[src/rtl/therm_stream_sched.sv]
// therm_stream_sched
//   Round-robin scheduler that shares one one-hot -> thermometer converter
//   among R requesters. A granted value v (clamped to N) is decoded to
//   one-hot, converted to an N-bit thermometer word with v ones in the
//   LSBs, then emitted as an N-cycle unary stochastic bitstream.
// Ports
//   clk, rst              clock, synchronous active-high reset
//   req_valid[R]          per-requester request
//   req_value[R*W]        per-requester value, slice i = [i*W +: W]
//   req_ready[R]          one-hot grant, only while idle
//   bs_out/bs_valid       stream bit and its valid
//   bs_ready              downstream accept
//   bs_tag                requester index owning the current stream
//   bs_last               marks the N-th bit of a stream

module onehot_to_therm #(
  parameter int N   = 8,
  parameter int DIR = 0
) (
  input  logic [N-1:0] oh_i,
  output logic [N-1:0] therm_o
);
  // DIR=0: every bit at or below the hot bit is set (ones fill the LSBs).
  for (genvar i = 0; i < N; i++) begin : g_bit
    if (DIR == 0) begin : g_lo
      assign therm_o[i] = |oh_i[N-1:i];
    end else begin : g_hi
      assign therm_o[i] = |oh_i[i:0];
    end
  end
endmodule

module therm_stream_sched #(
  parameter  int N          = 8,
  parameter  int R          = 4,
  parameter  int ONES_FIRST = 1,
  localparam int W          = $clog2(N + 1),
  localparam int TW         = (R > 1) ? $clog2(R) : 1,
  localparam int CW         = (N > 1) ? $clog2(N) : 1
) (
  input  logic            clk,
  input  logic            rst,
  input  logic [R-1:0]    req_valid,
  input  logic [R*W-1:0]  req_value,
  output logic [R-1:0]    req_ready,
  output logic            bs_out,
  output logic            bs_valid,
  input  logic            bs_ready,
  output logic [TW-1:0]   bs_tag,
  output logic            bs_last
);

  typedef enum logic [1:0] {S_IDLE, S_LOAD, S_STREAM} state_t;

  state_t          state_q;
  logic [TW-1:0]   ptr_q;
  logic [TW-1:0]   tag_q;
  logic [W-1:0]    v_q;
  logic [N-1:0]    sh_q;
  logic [CW-1:0]   cnt_q;

  // Round-robin pick: first valid requester at or above ptr_q, wrapping.
  logic          gnt_vld;
  logic [TW-1:0] gnt_idx;
  always_comb begin
    int j;
    gnt_vld = 1'b0;
    gnt_idx = '0;
    j       = 0;
    for (int k = 0; k < R; k++) begin
      j = int'(ptr_q) + k;
      if (j >= R) j = j - R;
      if (!gnt_vld && req_valid[j]) begin
        gnt_vld = 1'b1;
        gnt_idx = TW'(j);
      end
    end
  end

  logic [W-1:0] sel_v, clamp_v;
  assign sel_v   = req_value[gnt_idx*W +: W];
  assign clamp_v = (sel_v > W'(N)) ? W'(N) : sel_v;

  // Grant only while idle and out of reset so reset presents all-zero outputs.
  logic [R-1:0] grant_oh;
  assign grant_oh  = {{(R-1){1'b0}}, 1'b1} << gnt_idx;
  assign req_ready = (state_q == S_IDLE && !rst && gnt_vld) ? grant_oh : '0;

  logic [N-1:0] oh, therm;
  assign oh = (v_q == '0) ? '0 : ({{(N-1){1'b0}}, 1'b1} << (v_q - W'(1)));

  onehot_to_therm #(.N(N), .DIR(0)) u_conv (
    .oh_i    (oh),
    .therm_o (therm)
  );

  always_ff @(posedge clk) begin
    if (rst) begin
      state_q <= S_IDLE;
      ptr_q   <= '0;
      tag_q   <= '0;
      v_q     <= '0;
      sh_q    <= '0;
      cnt_q   <= '0;
    end else begin
      case (state_q)
        S_IDLE: begin
          if (gnt_vld) begin
            v_q     <= clamp_v;
            tag_q   <= gnt_idx;
            ptr_q   <= (gnt_idx == TW'(R - 1)) ? '0 : gnt_idx + TW'(1);
            state_q <= S_LOAD;
          end
        end
        S_LOAD: begin
          sh_q    <= therm;
          cnt_q   <= '0;
          state_q <= S_STREAM;
        end
        S_STREAM: begin
          if (bs_ready) begin
            // Shift the consumed bit out toward the emitting end.
            sh_q <= (ONES_FIRST != 0) ? (sh_q >> 1) : (sh_q << 1);
            if (cnt_q == CW'(N - 1)) begin
              cnt_q   <= '0;
              state_q <= S_IDLE;
            end else begin
              cnt_q <= cnt_q + CW'(1);
            end
          end
        end
        default: state_q <= S_IDLE;
      endcase
    end
  end

  // Outputs decode registered state only; they hold while bs_ready is low.
  logic streaming;
  assign streaming = (state_q == S_STREAM);
  assign bs_valid  = streaming;
  assign bs_out    = streaming && ((ONES_FIRST != 0) ? sh_q[0] : sh_q[N-1]);
  assign bs_tag    = streaming ? tag_q : '0;
  assign bs_last   = streaming && (cnt_q == CW'(N - 1));

endmodule
[config.mk]
export PLATFORM = sky130hd
export DESIGN_NAME = therm_stream_sched
export DESIGN_NICKNAME = d
export VERILOG_FILES = /design/src/rtl/therm_stream_sched.sv
export SDC_FILE = /design/constraint.sdc
export NUM_CORES = 1
export LEC_CHECK = 0
export ABC_AREA = 1
export BUFFER_PORTS_ARGS = -buffer_cell sky130_fd_sc_hd__buf_2
export CELL_PAD_IN_SITES_DETAIL_PLACEMENT = 2
export CELL_PAD_IN_SITES_GLOBAL_PLACEMENT = 2
export CORE_MARGIN = 3
export CORE_UTILIZATION = 26
export DETAILED_ROUTE_END_ITERATION = 6
export PLACE_DENSITY_LB_ADDON = 0.1
export SLEW_MARGIN = 20
export SYNTH_ARGS = -nofsm -noshare
export SYNTH_HDL_FRONTEND = slang
export SYNTH_HIERARCHICAL = 1
export SYNTH_SLANG_ARGS = --single-unit
[constraint.sdc]
create_clock -name clk -period 2.5 [get_ports clk]
set_clock_uncertainty 0.2 [all_clocks]
set_input_delay 0.75 -clock clk [delete_from_list [all_inputs] [get_ports clk]]
set_output_delay 0.75 -clock clk [all_outputs]
set_load 0.01 [all_outputs]
; ---- Word-level counts from Yosys, hierarchy flattened
; Index checks and enable logic that the tools add are counted.
[op_classes]
n_addsub = 10
n_mul = 0
n_div = 0
magnitude_cmp = 9
n_eq_ne = 7
n_shift = 3
muxes = 38
n_bitwise = 0
reduce_logical = 24
[op_table]
columns = op, n
row1 = "< comparator 32 x 4 -> 1 bit, second input constant", 4
row2 = 2-to-1 mux 32 bit, 4
row3 = 2-to-1 mux 2 bit, 9
row4 = 2-to-1 mux 8 bit, 2
row5 = case mux 8 bit (2 select lines), 1
row6 = variable part select 16 x 5 -> 4 bit, 1
row7 = 2-to-1 mux 1 bit, 12
row8 = "subtractor 3 x 3 -> 4 bit, second input constant", 3
row9 = "greater-or-equal comparator 3 bit, second input constant", 3
row10 = binary-select mux 1 bit (select 2 bit), 4
row11 = 2-to-1 mux 4 bit, 2
row12 = OR reduction 8 bit, 1
row13 = "<< shifter 1 x 4 -> 8 bit, first input constant", 1
row14 = logical AND 1 bit, 7
row15 = OR reduction 7 bit, 1
row16 = "adder 2 x 2 -> 3 bit, second input constant", 2
row17 = 2-to-1 mux 3 bit, 2
row18 = case mux 2 bit (3 select lines), 1
row19 = case mux 3 bit (2 select lines), 1
row20 = OR reduction 6 bit, 1
row21 = OR reduction 5 bit, 1
row22 = "== test 2 bit, second input constant", 2
row23 = "greater-than comparator 4 bit, second input constant", 1
row24 = logical NOT 1 bit, 4
row25 = 19 further kinds, 21
[totals]
regBits = 21
latch_bits = 0
ram_bits = 0
mem_bits_ro = 0
output_inout_bits = 9
mem_count = 0

; ---- Depth between registers and ports, before layout
[logic_depth]
word_depth = 18
ltp_mapped = 16

; ---- Modules after synthesis
; Netlist, hierarchy kept.
[modules_own_cells]
columns = mod, n_inst, cells_each, area_per_inst_um2, seq_area_each_um2
row1 = therm_stream_sched, 1, 240, 1561.5, 420.4
row2 = onehot_to_therm, 1, 25, 118.9, 0.0

; ---- Least setup slack after synthesis
; No wires, ideal clock.
[synth_timing]
path_kind = in2out
startpoint = input port req_valid[3]
endpoint = output port req_ready[3]
arrival_ns = 1.858
required_ns = 1.550
setup_slack_ns = -0.308
stages = 12
path_cell_list = inv_1 -> nand2_2 -> nand3_2 -> nand2_4 -> nor2_8 -> nand3_4 -> nand2_4 -> nand2_8 -> inv_6 -> ha_1 -> inv_1 -> nor2_1
[synth_between]
elab_chain_len = 15
word_cells_on_any_way = 29
cone_classes = shift: 1 / mux: 21 / reduce/logical: 7
[synth_rtl]
columns = element, line
row1 = from (decl), 43  ; input logic [R-1:0] req_valid,
row2 = binary-select mux 1 bit (select 2 bit), 73  ; if (!gnt_vld && req_valid[j]) begin
row3 = 2-to-1 mux 1 bit (not written as such) (2 in a row), 73
row4 = 2-to-1 mux 1 bit, 73
row5 = logical NOT 1 bit, 73
row6 = logical AND 1 bit, 73
row7 = 2-to-1 mux 1 bit, 73
row8 = logical NOT 1 bit, 73
row9 = logical AND 1 bit, 73
row10 = 2-to-1 mux 1 bit, 73
row11 = logical NOT 1 bit, 73
row12 = logical AND 1 bit, 73
row13 = 2-to-1 mux 2 bit (*), 73
row14 = via gnt_idx[0], 64  ; logic [TW-1:0] gnt_idx;
row15 = << shifter 1 x 2 -> 4 bit (*), 86  ; assign grant_oh = {{(R-1){1'b0}}, 1'b1} << gnt_idx;
row16 = 2-to-1 mux 4 bit (*), 87  ; assign req_ready = (state_q == S_IDLE && !rst && gnt_vld) ? grant_oh : '0;
row17 = to (decl), 45  ; output logic [R-1:0] req_ready,
; Mark *: on every way through the listed nets, which the timed path passes. The rest lies on a longest branch. The select of a mux whose other input is x is not followed.

; ---- Worst setup path in the final report
; Same ends and word-level chain as after synthesis.

==> out/summary.md <==
The flow ran to the end, but the final reports show violations. The checks that failed: negative setup slack. The mapped netlist covers 1680 µm².

For this design the top-level I/O count stands at 32. Worst hold-check path type: flop to flop. In the synthesized netlist the dominant register cell turns out to be dfxtp_1.

The floorplan has 28 rows. Headroom to the max-slew limit came out at 66.7%. The logs give 1.49 mW for the internal power consumption and 39.8% for the final cell utilization of the core.

The share of flip-flops with an asynchronous set or reset is 0%, and the first-pass iteration count of the detailed router is 4. The share of the synthesized area in compound gates (AO/OA/AOI/OAI) is 11.8%, and the top cell type's share of synthesized area is 25.0%. The wire length of the first global-routing pass is 9160 µm, and the detailed placer's ending HPWL is 4090 µm. The number of storage elements in the synthesis netlist was 21. TritonCTS built the clock tree. The smallest clock period supported by the final layout is computed as 2.95 ns. During synthesis, Yosys emitted a total of 6 warnings. The worst register-to-register path begins at ptr_q[0]$_SDFFE_PP0P_. In this run the tool buffered the top-level ports with 31 buffer cells.

Initial antenna violation count: 0. The post-synthesis sequential area ratio is 25.0%, and the average wire per standard cell is 13.4 µm. Setup repair after global routing could not meet its margin everywhere. The number of global-route vias before repair was 1965. The synthesized netlist devotes 46.3% of its cell area to simple gates. For the required time reported for the critical path endpoint, the log shows 1.55 ns.

The detailed router finished its first iteration with 40 violations. The count of H-tree levels built during CTS is 1, and the average footprint of a synthesized cell is 6.34 µm². The routed design has 5260 µm of wire.

The number of nets handed over by synthesis was 294. Entering global routing, the biggest net connects 17 pins. Clock-pin slew was measured on the worst setup and hold paths at 0.07 ns. For the pin with the worst max-slew slack, the measured transition is 0.498 ns. Critical setup path kind: input pin to output pin. The tools report the clock root buffer as clkbuf_8.

Final-report max-slew violation count: 0. The die covers 7460 µm². The setup slack of the critical path after layout was -0.450 ns; the switching power share of the total was 49.8%. Measured against the total synthesized area, the mux share comes to 0%. CTS saw 21 sinks. In this run the most critical hold path is launched from tag_q[0]$_SDFFE_PP0P_. The most frequent cell after synthesis was nand2_1.

The synthesized instance count was 265; the post-synthesis xor/xnor area fraction was 0%. Summed over all nets, the switching power comes to 1.48 mW. Number of antenna repair diodes: 0.

The final net count came out at 349. The netlist uses 32 different library cells. The power density over the cells is 1220 nW/µm². Combinational cells account for 75.2% of the total power. Data on the critical path arrives at its endpoint at 2.00 ns.

The number of nets with antenna violations after detailed routing is 0, and the part of the total power dissipated in sequential elements is 17.1%. The main combinational cell family by area after synthesis is simple AND/OR/NAND/NOR gates. The later pin in the worst-skew pair is clocked with a latency of 0.27 ns. For this run the aggregate overflow at the end of global routing stands at 0. The placed instances occupy a cell area of 2170 µm².

The initial utilization of the core area, before any placement, comes to 27.6%. Setup violations remaining at the end of the flow were counted as 4. Cells with a size suffix above 1 make up 42.3% of the layout. For this block, the via count after detailed routing is 1791. Launching element type of the critical path: an input pin.

In the routed design, unresolved DRC markers number 0. The leakage dissipation is 1.18 nW. Counting along the longest clock path gives a buffer depth of 2.

Worst setup path startpoint: req_valid[3]. Core box area: 6100 µm². The worst setup path is captured at an output pin.

Library cell with the largest summed area after synthesis: dfxtp_1. The final cycle utilization of the critical path is 118%, and the number of flops mapped to enable cells by yosys is 0. The register-to-register setup slack came out at 0.25 ns.

The synthesis-to-finish area growth is 44.5%. The clock network burns 7.8% of the power. After detailed routing, the number of vias per cell comes to 4.55.

Sorting the synthesized cells by area gives the leading types as dfxtp_1 25%, nand2_1 19%, inv_1 7.8%, nand2_4 6.0%, nor2_1 5.6%. Power comes to 2.97 mW. The horizontal die dimension came out at 86.4 µm. The area share of fa/ha/maj cells after synthesis is 4.47%.

The congestion estimate from routability-driven global placement came to 0.760. Counting instances in the post-synthesis netlist gives the leading cell types as 87 x nand2_1, 35 x inv_1, 25 x nor2_1, 21 x dfxtp_1, 11 x o21ai_0. Global routing used 15.2% of the available tracks. The y dimension of the die works out to 86.4 µm. The number of clock buffers added by TritonCTS is 3.

The logs give 0 for the max-cap violation count and 339 MHz for the maximum clock frequency. The post-route standard cell area excluding fillers is 2430 µm². For the worst ir drop on vdd, the log shows 0.377 mV. The run gives 0 as the number of failing hold endpoints at the final stage.

The largest fanout on the critical path came out at 5.
layout make-up:
class / instances / area [µm²]
fillers: 758 / 3670
multi-input cells: 193 / 1240
flip-flops and latches: 21 / 425
repair buffers: 57 / 422
inverters: 44 / 204
well taps: 75 / 93.8
clock buffers: 4 / 45.0
metrics by stage:
step,worst slack [ns],cells,setup TNS (ns),hold WS (ns)
CTS,-0.488,391,-1.84,0.276
global route,-0.556,394,-2.13,0.298
global placement,-0.519,382,-2.01,0.258
floorplan,-0.206,265,-0.756,0.240
finish,-0.450,394,-1.74,0.273
detailed placement,-0.540,382,-2.19,0.262
power groups by stage:
stage	logic, mW	clock network, mW	registers (mW)
5_1_grt	2.50	0.258	0.524
4_1_cts	2.17	0.239	0.505
3_5_place_dp	2.00	0	0.508
2_1_floorplan	1.39	0	0.491
6_report	2.23	0.230	0.507
3_3_place_gp	1.96	0	0.502
state kept, by name (all words and copies together), names as in the netlist:
name	count
sh_q	8
v_q	4
ptr_q	2
state_q	2
cnt_q	3
tag_q	2
timing repair:
action / CTS / global route
setup buffers: 5 / 3
hold buffers: 0 / 0
pin swaps: 12 / 4
gates cloned: 0 / 0
endpoints found under the setup margin: 4 / 4
resized for setup: 28 / 14
critical path, stage by stage:
cell and delay (ns):
buf_8 0.10, inv_6 0.05, nand2_4 0.05, nand3_4 0.09, nand2_4 0.09, nor2_8 0.14
nand3_4 0.09, nand3_2 0.09, nand2_4 0.10, inv_6 0.10, ha_4 0.13, inv_4 0.03
nor2_4 0.07, buf_6 0.10
final timing paths:
check                          end  cells past startpoint
max                   req_ready[3]                     14
min          tag_q[0]$_SDFFE_PP0P_                      2
max reg2reg    v_q[0]$_SDFFE_PP0P_                     16
min reg2reg  tag_q[0]$_SDFFE_PP0P_                      2
logic make-up after synthesis:
family,count (synthesis)
AND/OR/NAND/NOR,154
buffers and inverters,51
AO/OA/AOI/OAI,33
flip-flops,21
adder cells (fa/ha/maj),6
per-layer routing:
metal  share of wire, %  track usage [%]  vias to the layer above
met5                  0                0                        -
met4               0.32             2.12                        0
met3                3.2             2.76                        2
met2                 50             27.4                       22
met1                 47             19.1                      840
li1                   -                -                      927
layout by cell type, fill, tap and decap left out, types with 3 or more instances in the layout:
master,n
buf_6,7
nor2_2,4
inv_2,6
nand4_1,3
nor2_1,20
clkbuf_8,3
inv_6,4
nand3b_1,3
nor2_4,4
o21ai_0,11
nand3_1,9
nand2_1,70
nand3_4,3
ha_4,4
nand2_4,17
buf_4,23
a21oi_1,7
inv_4,4
a31oi_1,9
dfxtp_1,19
nand2_2,14
a21oi_2,3
inv_1,27
buf_2,24
Note: power is estimated with default switching activity, not from simulation.
